===== src/rtl/inst_queue.sv =====
// In-order {inst,pc} queue between fetch and dispatch; one push and one pop per cycle, entry poppable one edge after its push.
// IF_full asserts at DEPTH-1 so one in-flight push always fits; DP_ready gates pops, rdy freezes all state.
module inst_queue #(
    parameter int DEPTH  = 16,
    parameter int ADDR_W = 4,
    parameter int INST_W = 32,
    parameter int PC_W   = 32
) (
    input  logic              clk,
    input  logic              rst,
    input  logic              rdy,
    input  logic              IF_S,
    input  logic [INST_W-1:0] IF_Inst,
    input  logic [PC_W-1:0]   IF_pc,
    output logic              IF_full,
    input  logic              DP_ready,
    output logic              DP_S,
    output logic [INST_W-1:0] DP_Inst,
    output logic [PC_W-1:0]   DP_pc,
    input  logic              ROB_Jump_S
);

    typedef struct packed {
        logic [INST_W-1:0] inst;
        logic [PC_W-1:0]   pc;
    } entry_t;

    localparam logic [ADDR_W:0] CNT_MAX  = (ADDR_W+1)'(DEPTH);
    localparam logic [ADDR_W:0] CNT_FULL = (ADDR_W+1)'(DEPTH - 1);

    entry_t              mem_q [DEPTH];
    logic [ADDR_W-1:0]   head_q, head_d;
    logic [ADDR_W-1:0]   tail_q, tail_d;
    logic [ADDR_W:0]     count_q, count_d;
    logic                dp_s_q, dp_s_d;
    entry_t              dp_dat_q, dp_dat_d;
    logic                push, pop;
    logic                wr_en;
    entry_t              wr_dat;

    always_comb begin
        head_d   = head_q;
        tail_d   = tail_q;
        count_d  = count_q;
        dp_s_d   = 1'b0;
        dp_dat_d = dp_dat_q;
        push     = IF_S && (count_q < CNT_MAX);
        pop      = DP_ready && (count_q != '0);
        wr_en    = 1'b0;
        wr_dat   = '{inst: IF_Inst, pc: IF_pc};

        if (ROB_Jump_S) begin
            head_d  = '0;
            tail_d  = '0;
            count_d = '0;
        end else if (rdy) begin
            if (push) begin
                wr_en  = 1'b1;
                tail_d = tail_q + ADDR_W'(1);
            end
            if (pop) begin
                dp_s_d   = 1'b1;
                dp_dat_d = mem_q[head_q];
                head_d   = head_q + ADDR_W'(1);
            end
            // count is sampled pre-edge, so a push never feeds a same-cycle pop
            if (push && !pop) begin
                count_d = count_q + (ADDR_W+1)'(1);
            end else if (pop && !push) begin
                count_d = count_q - (ADDR_W+1)'(1);
            end
        end
    end

    always_ff @(posedge clk or negedge rst) begin
        if (!rst) begin
            head_q   <= '0;
            tail_q   <= '0;
            count_q  <= '0;
            dp_s_q   <= 1'b0;
            dp_dat_q <= '0;
        end else begin
            head_q   <= head_d;
            tail_q   <= tail_d;
            count_q  <= count_d;
            dp_s_q   <= dp_s_d;
            dp_dat_q <= dp_dat_d;
        end
    end

    always_ff @(posedge clk) begin
        if (wr_en) begin
            mem_q[tail_q] <= wr_dat;
        end
    end

    assign IF_full = (count_q >= CNT_FULL);
    assign DP_S    = dp_s_q;
    assign DP_Inst = dp_dat_q.inst;
    assign DP_pc   = dp_dat_q.pc;

endmodule


===== config.mk =====
export PLATFORM = sky130hd
export DESIGN_NAME = inst_queue
export DESIGN_NICKNAME = d
export VERILOG_FILES = /design/src/rtl/inst_queue.sv
export SDC_FILE = /design/constraint.sdc
export NUM_CORES = 1
export LEC_CHECK = 0
export ABC_AREA = 1
export BUFFER_PORTS_ARGS = -buffer_cell sky130_fd_sc_hd__buf_2
export CORE_ASPECT_RATIO = 0.7
export CORE_MARGIN = 5
export CORE_UTILIZATION = 25
export DETAILED_ROUTE_END_ITERATION = 10
export HOLD_SLACK_MARGIN = 0.03
export PLACE_DENSITY = 0.36
export RECOVER_POWER = 100
export SLEW_MARGIN = 5
export SYNTH_ARGS = -nofsm -noshare
export SYNTH_HDL_FRONTEND = slang
export SYNTH_SLANG_ARGS = --single-unit

===== constraint.sdc =====
create_clock -name clk -period 11.7 [get_ports clk]
set_input_delay 1.755 -clock clk [delete_from_list [all_inputs] [get_ports clk]]
set_output_delay 1.755 -clock clk [all_outputs]
set_load 0.1 [all_outputs]

[Word-level counts from Yosys, hierarchy flattened]
Memories as Yosys holds them, arrays and structs flattened. A register that Yosys moved wholly into a read port is not among the register bits.
Cells that the tools add are included.
Word-level totals
  bits in registers: 14
  output and inout bits: 66
  input port bits: 70
  bits in writable memories: 1024
  memories: 1
  word-level logic and storage cells: 46
Memories
  mem_q: depth 16, width 64, read ports 1, clocked after Yosys merged registers in 1, write ports 1, RTL line 31  | entry_t mem_q [DEPTH];
Operators by class
  add/sub/neg operators: 4
  multiplexer cells: 18
  reduce and logical (&&, ||, !) cells: 16
  bitwise logic cells: 1
  order comparisons: 2
Operators by type and width (number)
  two-way mux 4 bit: 6
  two-way mux 5 bit: 4
  adder 4 x 1 -> 4 bit (second input constant): 2
  two-way mux 1 bit: 8
  AND reduction 2 bit: 3
  nonzero test 2 bit: 3
  adder 5 x 1 -> 5 bit (second input constant): 1
  greater-or-equal comparator 5 x 4 -> 1 bit (second input constant): 1
  less-than comparator 5 bit (second input constant): 1
  nonzero test 5 bit: 1
  subtractor 5 x 1 -> 5 bit (second input constant): 1
  logical AND 1 bit: 4
  logical NOT 1 bit: 3
  AND reduction 3 bit: 1
  nonzero test 3 bit: 1
  inverter 1 bit: 1

[Longest topological paths before layout]
  word-level depth: 8
  gate-level depth with buffers: 12
  gate-level depth less buffers: 12

[Worst setup path before layout]
No wires, ideal clock.
  path type: input to register
  start: in rdy
  end: mem mem_q[11][0] in the netlist's numbering (enable)
  library setup time: 486 ps
  required time: 11214 ps
  stages: 6
  data arrival time: 4944 ps
  path buffers: 0
  path slack: 6269 ps
  cell sequence: inv_2 > nor2_1 > nand2_1 > inv_1 > nand2_1 > nor2_1
On the way
  longest elaborated chain between the ends: 4
Ends and longest elaborated chain
  start, declared: RTL line 11  | input logic rdy,
  two-way mux 1 bit: RTL line 56  | end else if (rdy) begin
  two-way mux 1 bit: RTL line 52  | if (ROB_Jump_S) begin
  two-way mux 1 bit: RTL line 92  | if (wr_en) begin
  two-way mux 1 bit (not written as such): RTL line 93  | mem_q[tail_q] <= wr_dat;
  end, declared: RTL line 31
Every way passes these cells.

[Worst setup path after layout]
  start: in rdy
  end: mem mem_q[7][53] in the netlist's numbering (enable)
The elaborated chain is that of the path after synthesis.

==> summary.md <==
| Metric | Value |
|---|---|
| Worst skew pair latency | 750 ps |
| CTS Sinks | about 1.1k |
| NetSw | ~3.7 mW |
| Worst hold path type | reg2reg |
| Crit path capture type | flip-flop |
| Num CTS Buffers | between 100 and 150 |
| Post-synth net total | around 3.5k |
| Unrepaired setup endpoints after global routing | false |
| Routed via count | between 20k and 30k |
| First-pass GRT wire length | ~200,000 um |
| Crit start category | input pin |
| Multiplexer share of the synthesized area | 0% |
| Placer Congestion | a little under 0.7 |
| First-pass detailed-route iteration total | 4 |
| Seq pwr share | a little over two fifths |
| Post-synthesis sequential area ratio | approximately three quarters |
| Hold Path Sink | DP_pc[9] |
| Vias in the first global route | 26.18k |
| Skew final | ~22 ps |
| Final setup fails | 0 |
| Post-CTS setup buffers | 0 |
| Final core utilization | between 20% and 30% |
| Layout area overhead | 14.88% |
| Critical setup path kind | in2reg |
| CTS tree | yes |
| Slew Limit Fails | 1,078 |
| Status | complete, but fails checks |
| Full die area | approximately 0.18 mm^2 |
| Commonest non-fill, non-tap cell in the layout | nand2_1 |
| Syn. warnings | 0 |
| Critical path fanouts, max | 45 |
| Die W | approximately 510 um |
| Antenna-violating nets left | 0 |
| Share of cells above drive strength 1 | under 10% |
| Flop2flop setup slack | around 4800 ps |
| Initial DRC Count | roughly 1.8k |
| GR Overflow Total | 0 |
| WL final | ~140,000 um |
| FP Rows | 128 |
| Slew HR | -232.9% |
| Largest net degree at the start of global routing | approximately 180 |
| Worst hold path depth | 2 |
| Starting Density | between 20% and 30% |
| Hold buffers post-CTS | 0 |
| Max rail drop VDD | between 0.1 and 0.15 mV |
| Initial antenna violation count | 11 |
| Arrival time worst endpoint | roughly 7900 ps |
| Post-synthesis adder-cell area fraction | less than 1% |
| Min Tclk post-route | just under 8000 ps |
| Synth Register Bits | approximately 1.1k |
| CTS max path bufs | 3 |
| Clock share of power | between 30 and 40% |
| Fin nets | between 3k and 4k |
| Worst Slack Setup Final | approximately 4000 ps |
| Post-Syn Instances | 3,418 |
| Setup TNS | 0 ps |
| Worst-path clk slew | around 60 ps |
| Logic pwr share | 22.1% |
| R2r startpoint | count_q[4] |
| Synth Area in Simple Gates | about 16% |
| Routed wire per std cell | approximately 23 um |
| Max-cap violation count | 38 |
| Sw Ratio | 34.79% |
| Power Internal | just under 7 mW |
| Commonest cells after routing, fill and taps aside | 1,188 x nand2_1, 1,024 x edfxtp_1, 454 x nand3_1 |
| Fin crit share | 65.67% |
| Post-synthesis cell area | about 0.043 mm^2 |
| Pre-CTS setup slack | around 6400 ps |
| Pwr per Cell Area | roughly 210 mW/mm^2 |
| Buffers on Ports | 135 |
| Cts repair resizes | 0 |
| Mapped Avg Cell Area | roughly 13 um^2 |
| Worst slew pin tran | 4993 ps |
| Drt drc | 0 |
| Core region area | 0.1734 mm^2 |
| Hold_sp | DP_pc[9] |
| Routed vias/inst | about 4.4 |
| Fmax | ~130 MHz |
| Yosys cell types | 25 |
| Dpl hpwl | about 70,000 um |
| R2r worst-path depth | 8 |
| RR Endpoint | mem_q[7][53] |
| Clock Tree Root | clkbuf_16 |
| Failing checks | capacitance limit, slew limit |
| Xor/xnor cell area share of the yosys netlist | 0.06047% |
| Total track usage | roughly 15% |
| WP data required | ~12,000 ps |
| # H-tree levels | 3 |
| Synth Area in Compound Gates | around 6.1% |
| Final Hold Viols | 0 |
| Number of I/O pins | 136 |
| Leakage | ~17 nW |
| Die Y | about 360 um |
| Largest family of logic cells by synthesized area | simple AND/OR/NAND/NOR gates |
-- per-layer routing --
metal  vias up  part of all wire, %  GRT usage (%)
li1      12410                    -              -
met1     13350                   52          22.81
met2       381                   43          22.01
met3       152                  3.5          2.415
met4         2                  1.7          2.841
met5         -               0.0094              0
-- logic make-up (layout without fill, tap and decap cells) --
kind of cell               count (synthesis)  count (layout)
DFF                                     1102            1102
xor gates and xnor gates                   3               3
and+or+nand+nor                         1672            1672
buffers and inverters                    230             416
adders and majority gates                 10              10
other                                      0               2
AOI/OAI and AO/OA                        401             401
-- power by group through the flow --
stage | clock (mW) | sequential, mW | combinational, mW
floorplan | 0 | 5.46 | 0.971
global placement | 0 | 4.72 | 2.45
detailed placement | 0 | 4.72 | 2.44
CTS | 3.79 | 4.64 | 2.45
global route | 3.94 | 4.65 | 2.56
finish | 3.66 | 4.63 | 2.35
-- critical path, cell delays in order --
cell	delay, ps
clkbuf_1	130
inv_1	100
nor2_1	230
nand2_1	170
inv_1	200
nand2_1	200
nor2_1	2030
clkbuf_1	3040
-- Yosys cell counts --
| cell | number | area share (%) |
|---|---|---|
| a21boi_0 | 92 | 1.6 |
| a21boi_1 | 36 | 0.62 |
| a21o_1 | 1 | 0.017 |
| a21oi_1 | 135 | 1.6 |
| buf_1 | 15 | 0.13 |
| buf_2 | 66 | 0.76 |
| buf_4 | 29 | 0.50 |
| buf_6 | 4 | 0.10 |
| clkbuf_1 | 98 | 0.85 |
| dfrtp_1 | 78 | 4.5 |
| edfxtp_1 | 1024 | 71 |
| fa_1 | 1 | 0.046 |
| ha_1 | 9 | 0.26 |
| inv_1 | 16 | 0.14 |
| inv_2 | 2 | 0.017 |
| nand2_1 | 1189 | 10 |
| nand3_1 | 454 | 5.2 |
| nand4_1 | 3 | 0.043 |
| nor2_1 | 25 | 0.22 |
| o211ai_1 | 128 | 2.2 |
| o21ai_0 | 7 | 0.081 |
| o22ai_1 | 2 | 0.029 |
| or2_2 | 1 | 0.014 |
| xnor2_1 | 1 | 0.020 |
| xor2_1 | 2 | 0.040 |
-- registers in the layout, indices dropped and copies added, names as in the netlist --
signal	cells
mem_q	1024
DP_Inst	32
DP_pc	32
count_q	5
head_q	4
tail_q	4
DP_S	1
-- per-stage QoR --
step	hold slack, ps	power, mW	instance area (um^2)	cells
after floorplan	491.9	6.432	43450	3418
after global placement	466.1	7.168	46620	5728
after detailed placement	462.9	7.161	46620	5728
after CTS	479.6	10.87	50290	5944
after global routing	495.8	11.16	49920	5945
final	475.2	10.64	49920	5946
-- worst max-delay path by stage --
stage | slack, ps | to | startpoint | depth (start not counted)
global placement | 6410 | mem_q[12][41] | rdy | 9
detailed placement | 6410 | mem_q[12][41] | ROB_Jump_S | 8
floorplan | 6270 | mem_q[11][0] | rdy | 6
global route | 3580 | mem_q[7][53] | rdy | 8
CTS | 7230 | mem_q[12][46] | ROB_Jump_S | 8
finish | 4020 | mem_q[7][53] | rdy | 8
-- area by class of cell --
| class | count | area (um^2) |
|---|---|---|
| inverter | 18 | 88.84 |
| fill | 17820 | 123500 |
| antenna | 2 | 5.005 |
| timing repair buffer | 182 | 814.5 |
| clock buffer | 156 | 3163 |
| clock inverter | 60 | 510.5 |
| sequential | 1102 | 32710 |
| tap | 2340 | 2928 |
| multi-input combinational | 2086 | 9696 |
(Power assumes the default switching activity.)
